File: config.mk
export PLATFORM = sky130hd
export DESIGN_NAME = dispatch_ctrl_flat
export DESIGN_NICKNAME = d
export VERILOG_FILES = /design/src/rtl/dispatch_if.sv /design/src/rtl/dispatch_ctrl.sv /design/src/flat_wrapper.sv
export SDC_FILE = /design/constraint.sdc
export NUM_CORES = 1
export LEC_CHECK = 0
export CAP_MARGIN = 20
export CORE_ASPECT_RATIO = 0.8
export CORE_MARGIN = 5
export CORE_UTILIZATION = 40
export DETAILED_ROUTE_END_ITERATION = 16
export PLACE_DENSITY = 0.69
export SYNTH_ARGS = -nofsm -noshare
export SYNTH_HDL_FRONTEND = slang
export SYNTH_SLANG_ARGS = --single-unit
File: constraint.sdc
create_clock -name clk -period 4.3 [get_ports clk]
set_input_delay 0.43 -clock clk [delete_from_list [all_inputs] [get_ports clk]]
set_output_delay 0.43 -clock clk [all_outputs]
set_load 0.05 [all_outputs]
File: src/rtl/dispatch_if.sv
// Fetch / backpressure / decode bundle for dispatch_ctrl.
// slave  : the dispatch controller (consumes in_*, drives out_*).
// master : the environment around it (fetch, ROB/RS/LSQ, commit, decode).
interface dispatch_if;
  logic        in_fetch_valid;
  logic [31:0] in_fetch_inst;
  logic [31:0] in_fetch_pc;
  logic        in_fetch_pred_taken;
  logic        out_fetch_ready;
  logic        in_rob_full;
  logic        in_rs_full;
  logic        in_lsq_full;
  logic        in_flush;
  logic        out_decode_ena;
  logic [31:0] out_decode_inst;
  logic [31:0] out_decode_pc;
  logic        out_decode_pred_taken;
  logic [31:0] out_issue_count;

  modport slave (
    input  in_fetch_valid, in_fetch_inst, in_fetch_pc, in_fetch_pred_taken,
    input  in_rob_full, in_rs_full, in_lsq_full, in_flush,
    output out_fetch_ready, out_decode_ena, out_decode_inst, out_decode_pc,
    output out_decode_pred_taken, out_issue_count
  );

  modport master (
    output in_fetch_valid, in_fetch_inst, in_fetch_pc, in_fetch_pred_taken,
    output in_rob_full, in_rs_full, in_lsq_full, in_flush,
    input  out_fetch_ready, out_decode_ena, out_decode_inst, out_decode_pc,
    input  out_decode_pred_taken, out_issue_count
  );
endinterface

File: src/rtl/dispatch_ctrl.sv
// In-order dispatch controller: a circular instruction queue between fetch and
// decode, with structural backpressure from ROB/RS/LSQ and a timed flush hold.
// Ports:
//   clk  - rising-edge clock
//   rst  - synchronous active-high reset
//   bus  - dispatch_if.slave: fetch push, full flags, flush, decode head, issue count
module dispatch_ctrl #(
  parameter int unsigned QUEUE_DEPTH  = 4,
  parameter int unsigned FLUSH_CYCLES = 2
) (
  input logic       clk,
  input logic       rst,
  dispatch_if.slave bus
);

  localparam int unsigned PtrW = (QUEUE_DEPTH > 1) ? $clog2(QUEUE_DEPTH) : 1;
  localparam int unsigned OccW = $clog2(QUEUE_DEPTH + 1);
  localparam int unsigned FcW  = $clog2(FLUSH_CYCLES + 1);

  localparam logic [OccW-1:0] OccFull = OccW'(QUEUE_DEPTH);
  localparam logic [FcW-1:0]  FcLoad  = FcW'(FLUSH_CYCLES);
  localparam logic [6:0]      OpLoad  = 7'b0000011;
  localparam logic [6:0]      OpStore = 7'b0100011;

  typedef enum logic [0:0] {StRun, StFlush} state_e;

  state_e          state_q, state_d;
  logic [PtrW-1:0] head_q, head_d;
  logic [PtrW-1:0] tail_q, tail_d;
  logic [OccW-1:0] occ_q, occ_d;
  logic [FcW-1:0]  fcnt_q, fcnt_d;
  logic [31:0]     issue_cnt_q, issue_cnt_d;

  // Queue storage is never reset; contents are only visible once pushed.
  logic [31:0] inst_mem [QUEUE_DEPTH];
  logic [31:0] pc_mem   [QUEUE_DEPTH];
  logic        pred_mem [QUEUE_DEPTH];

  logic fetch_ready;
  logic decode_ena;
  logic head_is_mem;
  logic push;
  logic pop;

  assign head_is_mem = (inst_mem[head_q][6:0] == OpLoad) || (inst_mem[head_q][6:0] == OpStore);

  // Ready depends on registered state only, so fetch never sees a comb path.
  assign fetch_ready = (state_q == StRun) && (occ_q != OccFull);

  // A flush in the same cycle kills the dispatch before decode latches it.
  assign decode_ena = (state_q == StRun) && (occ_q != '0) && !bus.in_rob_full &&
                      !bus.in_rs_full && (!bus.in_lsq_full || !head_is_mem) && !bus.in_flush;

  assign push = bus.in_fetch_valid && fetch_ready;
  assign pop  = decode_ena;

  assign bus.out_fetch_ready       = fetch_ready;
  assign bus.out_decode_ena        = decode_ena;
  assign bus.out_decode_inst       = inst_mem[head_q];
  assign bus.out_decode_pc         = pc_mem[head_q];
  assign bus.out_decode_pred_taken = pred_mem[head_q];
  assign bus.out_issue_count       = issue_cnt_q;

  always_comb begin
    state_d     = state_q;
    head_d      = head_q;
    tail_d      = tail_q;
    occ_d       = occ_q;
    fcnt_d      = fcnt_q;
    issue_cnt_d = issue_cnt_q;
    unique case (state_q)
      StRun: begin
        if (bus.in_flush) begin
          state_d = StFlush;
          head_d  = '0;
          tail_d  = '0;
          occ_d   = '0;
          fcnt_d  = FcLoad;
        end else begin
          if (push) tail_d = tail_q + 1'b1;
          if (pop) begin
            head_d      = head_q + 1'b1;
            issue_cnt_d = issue_cnt_q + 32'd1;
          end
          if (push && !pop) begin
            occ_d = occ_q + 1'b1;
          end else if (!push && pop) begin
            occ_d = occ_q - 1'b1;
          end
        end
      end
      StFlush: begin
        if (bus.in_flush) begin
          fcnt_d = FcLoad;
        end else if (fcnt_q <= FcW'(1)) begin
          fcnt_d  = '0;
          state_d = StRun;
        end else begin
          fcnt_d = fcnt_q - 1'b1;
        end
      end
    endcase
  end

  always_ff @(posedge clk) begin
    if (rst) begin
      state_q     <= StRun;
      head_q      <= '0;
      tail_q      <= '0;
      occ_q       <= '0;
      fcnt_q      <= '0;
      issue_cnt_q <= '0;
    end else begin
      state_q     <= state_d;
      head_q      <= head_d;
      tail_q      <= tail_d;
      occ_q       <= occ_d;
      fcnt_q      <= fcnt_d;
      issue_cnt_q <= issue_cnt_d;
    end
  end

  always_ff @(posedge clk) begin
    if (push && !bus.in_flush && !rst) begin
      inst_mem[tail_q] <= bus.in_fetch_inst;
      pc_mem[tail_q]   <= bus.in_fetch_pc;
      pred_mem[tail_q] <= bus.in_fetch_pred_taken;
    end
  end

endmodule

File: src/flat_wrapper.sv
// flat-port wrapper written by rule: the top's interface ports become plain ports
module dispatch_ctrl_flat 
#(
  parameter int unsigned QUEUE_DEPTH  = 4,
  parameter int unsigned FLUSH_CYCLES = 2
)
  (clk, rst, bus_in_fetch_valid, bus_in_fetch_inst, bus_in_fetch_pc, bus_in_fetch_pred_taken, bus_in_rob_full, bus_in_rs_full, bus_in_lsq_full, bus_in_flush, bus_out_fetch_ready, bus_out_decode_ena, bus_out_decode_inst, bus_out_decode_pc, bus_out_decode_pred_taken, bus_out_issue_count);
  dispatch_if bus_i ();
  input logic clk;
  input logic rst;
  input wire logic [$bits(bus_i.in_fetch_valid)-1:0] bus_in_fetch_valid;
  input wire logic [$bits(bus_i.in_fetch_inst)-1:0] bus_in_fetch_inst;
  input wire logic [$bits(bus_i.in_fetch_pc)-1:0] bus_in_fetch_pc;
  input wire logic [$bits(bus_i.in_fetch_pred_taken)-1:0] bus_in_fetch_pred_taken;
  input wire logic [$bits(bus_i.in_rob_full)-1:0] bus_in_rob_full;
  input wire logic [$bits(bus_i.in_rs_full)-1:0] bus_in_rs_full;
  input wire logic [$bits(bus_i.in_lsq_full)-1:0] bus_in_lsq_full;
  input wire logic [$bits(bus_i.in_flush)-1:0] bus_in_flush;
  output wire logic [$bits(bus_i.out_fetch_ready)-1:0] bus_out_fetch_ready;
  output wire logic [$bits(bus_i.out_decode_ena)-1:0] bus_out_decode_ena;
  output wire logic [$bits(bus_i.out_decode_inst)-1:0] bus_out_decode_inst;
  output wire logic [$bits(bus_i.out_decode_pc)-1:0] bus_out_decode_pc;
  output wire logic [$bits(bus_i.out_decode_pred_taken)-1:0] bus_out_decode_pred_taken;
  output wire logic [$bits(bus_i.out_issue_count)-1:0] bus_out_issue_count;
  assign bus_i.in_fetch_valid = bus_in_fetch_valid;
  assign bus_i.in_fetch_inst = bus_in_fetch_inst;
  assign bus_i.in_fetch_pc = bus_in_fetch_pc;
  assign bus_i.in_fetch_pred_taken = bus_in_fetch_pred_taken;
  assign bus_i.in_rob_full = bus_in_rob_full;
  assign bus_i.in_rs_full = bus_in_rs_full;
  assign bus_i.in_lsq_full = bus_in_lsq_full;
  assign bus_i.in_flush = bus_in_flush;
  assign bus_out_fetch_ready = bus_i.out_fetch_ready;
  assign bus_out_decode_ena = bus_i.out_decode_ena;
  assign bus_out_decode_inst = bus_i.out_decode_inst;
  assign bus_out_decode_pc = bus_i.out_decode_pc;
  assign bus_out_decode_pred_taken = bus_i.out_decode_pred_taken;
  assign bus_out_issue_count = bus_i.out_issue_count;
  dispatch_ctrl #(.QUEUE_DEPTH(QUEUE_DEPTH), .FLUSH_CYCLES(FLUSH_CYCLES)) u_core (.clk(clk), .rst(rst), .bus(bus_i));
endmodule
# Word-level counts from Yosys, hierarchy flattened
# Memories as Yosys holds them, arrays and structs flattened. A register that Yosys moved wholly into a read port is not among the register bits.
# Index checks and enable logic that the tools add are counted.
[totals]
wordCells = 74
ramBits = 260
regBits = 42
mem_count = 3
[op_classes]
n_lt_le_gt_ge = 1
add_sub_neg = 6
bitwise = 2
muxes = 23
eq_ne = 4
reduce_logical = 29
[mem_list]
columns = ["memory", "depth", "width", "rd", "rd_ports_with_merged_regs", "write_ports", "line_no", "text"]
rows = [
  ["u_core.inst_mem", 4, 32, 1, 1, 1, "dispatch_ctrl.sv:35", "logic [31:0] inst_mem [QUEUE_DEPTH];"],
  ["u_core.pc_mem", 4, 32, 1, 1, 1, "dispatch_ctrl.sv:36", "logic [31:0] pc_mem [QUEUE_DEPTH];"],
  ["u_core.pred_mem", 4, 1, 1, 1, 1, "dispatch_ctrl.sv:37", "logic pred_mem [QUEUE_DEPTH];"],
]
[op_table]
columns = ["op", "count"]
rows = [
  ["32-bit by 1-bit adder with 32-bit output (second input constant)", 1],
  ["2-bit two-way mux", 13],
  ["1-bit logical AND", 11],
  ["3-bit two-way mux", 3],
  ["1-bit logical NOT", 8],
  ["7-bit by 2-bit == test with 1-bit output (second input constant)", 1],
  ["7-bit by 6-bit == test with 1-bit output (second input constant)", 1],
  ["2-bit AND reduction", 3],
  ["3-bit nonzero test", 2],
  ["1-bit two-way mux", 5],
  ["2-bit by 1-bit adder with 2-bit output (second input constant)", 2],
  ["2-bit one-hot mux with 2 select lines", 1],
  ["2-bit nonzero test", 2],
  ["3-bit by 1-bit adder with 3-bit output (second input constant)", 1],
  ["3-bit != test (second input constant)", 1],
  ["3-bit AND reduction", 1],
  ["3-bit by 1-bit subtractor with 3-bit output (second input constant)", 1],
  ["2-bit by 1-bit <= comparator with 1-bit output (second input constant)", 1],
  ["1-bit logical OR", 2],
  ["2-bit != test (second input constant)", 1],
  ["1-bit inverter", 2],
  ["1-bit one-hot mux with 2 select lines", 1],
  ["2-bit by 1-bit subtractor with 2-bit output (second input constant)", 1],
]

# Longest topological paths before layout
[logic_depth]
ltp_word = 10
depth_mapped = 10

# Worst setup path before layout
# No wires, ideal clock.
[synth_path]
kind = "reg-to-reg"
startpoint = "register with a tool-made name"
endpoint = "register u_core.occ_q[2]"
path_buffers = 1
path_slack_ns = 0.573
setup_ns = 0.074
required_time_ns = 4.226
stages_incl_launch_ff = 11
period_less_slack_ns = 3.727
arrival_ns = 3.652
cell_sequence = "dfxtp_1 > buf_6 > mux4_2 > and4b_1 > a211oi_2 > nor2_1 > fa_1 > and4b_1 > a41oi_1 > mux2_2 > o21ai_0"
[synth_rtl]
columns = ["item", "line_no", "text"]
rows = [
  ["end signal, assigned", "dispatch_ctrl.sv:110", "occ_q <= '0;"],
  ["end signal, assigned", "dispatch_ctrl.sv:117", "occ_q <= occ_d;"],
  ["end, declared", "dispatch_ctrl.sv:30", "logic [OccW-1:0] occ_q, occ_d;"],
]

==> impl_metrics.py <==
metrics = {
    "run_status": {
        "status": "complete, no violations",
    },
    "floorplan": {
        "ioPinCount": 171,
        "die_y_um": 164,
        "die_w_um": 202,
        "rows": 56,
        "coreArea_sq_um": 29100,
        "start_util": 0.404,
        "die_area_sq_um": 33000,
    },
    "yosys": {
        "synth.distinct_cells": 50,
        "synth_edf_count": 260,
        "ys_warn_count": 0,
        "syn_nets": 705,
        "syn_area_sq_um": 11800,
        "synth-seq-cells": 304,
        "synth_cells": 627,
        "synthArstFlopShare": 0,
        "synth_ff_type": "edfxtp_1",
        "syn_area_per_cell_sq_um": 18.8,
        "yosysSeqAreaShare": 0.737,
    },
    "global_route": {
        "grt_pass1_wl_mm": 39.7,
        "grtUsageTotal": 0.152,
        "grt_antenna_before_repair": 3,
        "grt_start_max_net_pins": 53,
        "grt-ovfl-total": 0,
        "first_global_vias": 6895,
    },
    "sta": {
        "setup_slack_ps": 426,
        "relSlewSlack": 0.419,
        "rsz0062_at_grt": "false",
        "finalCriticalPeriod_ps": 3870,
        "fin_worst_skew_ps": 13.7,
        "worst_pin_slew_ps": 865,
        "setup_violations": 0,
        "worst_hold_slack_ps": 478,
        "fmax_mhz": 258,
        "tns_ps": 0,
        "period_share": 0.901,
        "slew_viol_final": 0,
        "hold_viol_final": 0,
    },
    "final_layout": {
        "finalInstanceArea_sq_um": 15000,
        "fin_util": 0.514,
        "n_antenna_cell": 0,
        "n_fill_cell": 2367,
        "finalNetCount": 891,
        "fin_cells": 1215,
        "multi_input_area_sq_um": 2920,
        "area_delta_synth_final_pct": 27.2,
        "regArea_sq_um": 8700,
        "drive_gt1_frac": 0.173,
    },
    "placed_design": {
        "placed_area_sq_um": 14000,
        "post-place-ws_ps": 917,
        "placed_cells": 1157,
        "finalWeightedCongestion": 0.789,
        "io_buffers": 170,
        "hpwl_mm": 15.9,
    },
    "route": {
        "ant_nets": 0,
        "via_count": 6600,
        "drt-pass1-iter-count": 5,
        "drt_first_iter_violations": 318,
        "wl_met2_mm": 11.6,
        "wl_met3_mm": 2.06,
        "viasPerCell": 5.43,
        "avgRoutedWirePerCell_um": 20.9,
        "top_layer_used": "met5",
        "drc": 0,
        "wl_mm": 25.4,
        "met1_length_mm": 11.3,
    },
    "clocking": {
        "cts_tree": "done",
        "clock-root-buffer": "clkbuf_16",
        "post-cts-setup-buffer-count": 0,
        "cts_hold_buf": 0,
        "cts_max_level": 1,
        "post_cts_resized": 0,
        "clkTransAtPathRegs_ps": 60,
        "clockBufferDepth": 3,
        "cts_sinks": 304,
        "numCtsBuffers": 31,
        "clkLatencyLatePin_ps": 550,
    },
    "worst_setup_path": {
        "critPathRequiredTime_ps": 3870,
        "end_kind": "output port",
        "critPathKind": "reg2out",
        "arrival_ps": 3440,
        "critPathMaxFanout": 33,
        "worst_setup_path_start_kind": "flop",
    },
    "power_and_ir_drop": {
        "power.density_nw_per_um2": 411,
        "ir_worst_vdd_mv": 0.353,
        "total_power_mw": 6.16,
        "leakagePower_nw": 4.58,
    },
    "hold_path": {
        "hp-class": "reg2reg",
        "worst_hold_startpoint": "u_core.fcnt_q[1]$_SDFFE_PP0P_",
    },
    "job": {
        "maxCapViolations": 0,
    },
}
sequential cells by signal (all words and copies together), names as in the netlist, named ones only:
signal                      flops
u_core.occ_q                    3
u_core.tail_q                   2
u_core.head_q                   2
u_core.state_q                  1
u_core.pred_mem                 4
u_core.inst_mem               128
u_core.fcnt_q                   2
u_core.pc_mem                 128
u_core.bus.out_issue_count     32
worst max-delay path: stages, from the launching register on:
cell,delay (ps)
dfxtp_4,700
mux4_2,430
and4b_1,270
a211oi_2,570
clkdlybuf4s50_1,930
cell usage in the layout (no fill, tap or decap), drive strengths merged, types with 14 or more instances in the layout:
cell	n
buf	15
mux4	65
clkinv	16
nand4	14
or4	26
a21oi	36
clkdlybuf4s50	170
inv	14
dfxtp	44
o31ai	25
clkbuf	35
nor2	17
edfxtp	260
Yosys cell counts (6+ instances only):
master	count	area share
edfxtp_1	260	0.66
mux4_2	65	0.12
dfxtp_1	44	0.075
a21oi_1	35	0.015
or4_1	26	0.017
o31ai_1	25	0.016
clkbuf_1	20	0.0064
nor2_1	17	0.0054
nand4_1	14	0.0074
nand2_1	13	0.0041
inv_1	12	0.0038
and3_1	11	0.0058
nand3_1	11	0.0047
buf_1	6	0.0019
worst paths after layout:
check	endpoint	slack (ps)	cells after the start
hold / removal	u_core.fcnt_q[1]$_SDFFE_PP0P_	480	2
setup / recovery	bus_out_decode_ena	430	4
hold reg to reg	u_core.fcnt_q[1]$_SDFFE_PP0P_	480	2
setup reg to reg	u_core.occ_q[2]$_SDFFE_PP0P_	960	9
where the power goes:
group          switching (mW)  internal (mW)  total, mW
logic                   0.175          0.130      0.306
clock network            1.10           1.51       2.62
registers              0.0108           3.22       3.23
cell type report:
class,instances,share of cell area
well taps,377,0.0315
clock buffers,35,0.0534
clock inverters,23,0.0129
inverters,12,0.00301
flip-flops and latches,304,0.580
multi-input cells,279,0.195
repair buffers,185,0.124
cell families after synthesis:
logic type | synth area share
buf+inv | 0.0168
mux | 0.129
simple gates | 0.0615
compound gates | 0.0463
flops | 0.737
xor+xnor | 0.00149
fa+ha+maj | 0.00701
routing by layer:
layer	global-route usage	vias to the layer above
li1	-	2999
met5	0	-
met3	0.0472	43
met1	0.209	3339
met2	0.243	213
met4	0.0307	6
Note: power is estimated with default switching activity, not from simulation.
==> variant (same flow settings) <==
Put a register stage on the output `bus.out_decode_pred_taken`. The value now appears one clock later.
--- a/src/rtl/dispatch_ctrl.sv
+++ b/src/rtl/dispatch_ctrl.sv
@@ -58,7 +58,9 @@
   assign bus.out_decode_ena        = decode_ena;
   assign bus.out_decode_inst       = inst_mem[head_q];
   assign bus.out_decode_pc         = pc_mem[head_q];
-  assign bus.out_decode_pred_taken = pred_mem[head_q];
+  always_ff @(posedge clk) begin
+    bus.out_decode_pred_taken <= pred_mem[head_q];
+  end
   assign bus.out_issue_count       = issue_cnt_q;
 
   always_comb begin
Function: changed (a bounded check fails within 4 cycles, from zero or initial values and one cycle with rst high).
==> variant against the original RTL <==
- sequential cell count rose by 1
- power down 1.2%
- area after synthesis decreased by 1.3%
- worst setup slack improved by 0.047 ns
- routed wire length is 5.9% lower
- sequential power is essentially flat
- final area is 1.6% lower
- first-iteration DRC count down 0.94%
- critical path type unchanged
- highest routed layer unchanged
==> variant: results (changes against the original RTL) <==
| Metric | Value |
|---|---|
| Vias in the first global route | `6383 (-7.4%)` |
| Hold-critical path depth | `2 (unchanged)` |
| Layout cell share with drive strength beyond 1 | `17.0% (-0.31 points)` |
| Relative slew margins | `36.6% (-5.3 points)` |
| Reg2reg path depth | `7 (-2)` |
| Top_reg_cell synth | `edfxtp_1` |
| VDD IR max | `0.348 mV (-1.4%)` |
| Layout Cells excl Fill | `1182 (-2.7%)` |
| Clock Latency Late Sink | `0.55 ns (about the same)` |
| DR WL/cell | `20.2 µm (-3.3%)` |
| Hpwl dp | `15100 µm (-5.3%)` |
| Input/output buffers | `170 (unchanged)` |
| Clock Skew | `0.00584 ns (-0.00786 ns)` |
| GRT Overall Usage | `14.4% (-0.84 points)` |
| First-pass GRT wire length | `37000 µm (-6.9%)` |
| Clk slew on worst S/H paths | `0.06 ns (about the same)` |
| Crit path kind | `reg -> out` |
| Largest cells by area after synthesis | `edfxtp_1, mux4_2, dfxtp_1` |
| WP data arrival | `3.40 ns (-0.04 ns)` |
| Pin count of the biggest net entering global routing | `49 (-7.5%)` |
| Reg-to-reg slack, setup | `1.10 ns (+0.14 ns)` |
| Post-synthesis mux area share | `12.8% (-0.18 points)` |
| DR iter-0 viols | `315 (-0.94%)` |
| Avg Vias per Cell | `5.29 (-2.7%)` |
| Inst Count DP | `1127 (-2.6%)` |
| Internal Pwr Total | `4.84 mW (-0.48%)` |
| Static leakage | `4.55 nW (-0.68%)` |
| Gate Count Post-Synth | `606 (-3.3%)` |
| Sequential share of the synthesized area | `74.9% (+1.2 points)` |
| Clk buf depth | `3 (unchanged)` |
| Worst reg2reg path endpoint | `u_core.occ_q[1]` |
| Status | `complete, no violations` |
| Fraction of registers with async set/reset | `0% (unchanged)` |
| Post-synthesis compound-gate area fraction | `4.35% (-0.28 points)` |
| Largest fanout on the critical path | `20 (-39%)` |
| TritonRoute pass-1 iters | `4 (-1)` |
| Syn_nets | `684 (-3.0%)` |
| Filler Cell Count | `2297 (-3.0%)` |
| H-tree depth | `1 (unchanged)` |
| Placer Congestion | `0.782 (-0.90%)` |
| Synth top cells by count | `edfxtp_1, mux4_2, dfxtp_1` |
| TNS Setup | `0 ns (unchanged)` |
| Initial antenna violation count | `3 (unchanged)` |
| Syn. warnings | `0 (unchanged)` |
| Synthesized-area fraction occupied by xor and xnor cells | `0.452% (+0.30 points)` |
| Post-synth EDFFs | `260 (unchanged)` |
| Cts bufs inserted | `31 (unchanged)` |
| Post_cts resized | `0 (unchanged)` |
| Nets | `868 (-2.6%)` |
| Synth cell types | `48 (-4.0%)` |
| N_diodes | `0 (unchanged)` |
| Post-Synth Adder-Cell Area | `0.710% (+0.0094 points)` |
[variant: area by class of cell]
cell class / count / share of cell area, %
inverter: 16 / 0.407
timing repair buffer: 181 / 12.4
clock inverter: 11 / 0.755
sequential: 305 / 59.1
tap: 370 / 3.14
multi-input combinational: 255 / 18.5
clock buffer: 44 / 5.76
[variant: routing by layer]
layer / global-route usage [%] / wire, µm / up-vias
met2: 22.2 / 10900 / 184
met4: 3.00 / 418 / 6
li1: - / - / 2853
met5: 0 / 46 / -
met3: 6.35 / 2180 / 42
met1: 19.1 / 10400 / 3162
[variant: how the worst min path moves through the flow]
| stage | startpoint | endpoint | slack (ns) |
|---|---|---|---|
| after detailed placement | u_core.fcnt_q[1] | u_core.fcnt_q[1] | 0.47 |
| after global placement | u_core.fcnt_q[1] | u_core.fcnt_q[1] | 0.47 |
| final | u_core.fcnt_q[1] | u_core.fcnt_q[1] | 0.48 |
| after floorplan | u_core.fcnt_q[1] | u_core.fcnt_q[1] | 0.45 |
| after global routing | bus_in_fetch_inst[0] | u_core.inst_mem[2][0] | 0.49 |
| after CTS | bus_in_fetch_inst[6] | u_core.inst_mem[1][6] | 0.47 |
[variant: metrics by stage]
| stage | instance area, µm² | hold slack [ns] | worst slack (ns) | total power, mW | util [%] |
|---|---|---|---|---|---|
| 2_1_floorplan | 11600 | 0.454 | 0.965 | 3.45 | - |
| 3_3_place_gp | 13800 | 0.468 | 1.02 | 3.59 | 48.4 |
| 3_5_place_dp | 13800 | 0.469 | 1.00 | 3.60 | 48.4 |
| 4_1_cts | 14700 | 0.475 | 0.399 | 6.16 | 51.7 |
| 5_1_grt | 14700 | 0.490 | 0.310 | 6.32 | 51.7 |
| 6_report | 14700 | 0.480 | 0.473 | 6.08 | 51.7 |
[variant: kinds of logic (layout without fill, tap and decap cells)]
family	after synthesis	after routing
muxes	67	67
DFF	305	305
xor gates and xnor gates	6	6
and+or+nand+nor	100	100
buffers and inverters	46	252
AOI/OAI and AO/OA	76	76
adders and majority gates	6	6
[variant: power groups by stage]
| stage | clock [mW] | combinational, mW | sequential (mW) |
|---|---|---|---|
| after floorplan | 0 | 0.139 | 3.31 |
| after global placement | 0 | 0.289 | 3.30 |
| after detailed placement | 0 | 0.292 | 3.30 |
| after CTS | 2.62 | 0.293 | 3.24 |
| after global routing | 2.77 | 0.308 | 3.24 |
| final | 2.55 | 0.290 | 3.24 |
[variant: critical path, stage by stage, from the launching register on]
cell and delay, ns:
dfxtp_4 0.61, mux4_2 0.58, or3_1 0.57, o21a_1 0.34, clkdlybuf4s50_1 0.74
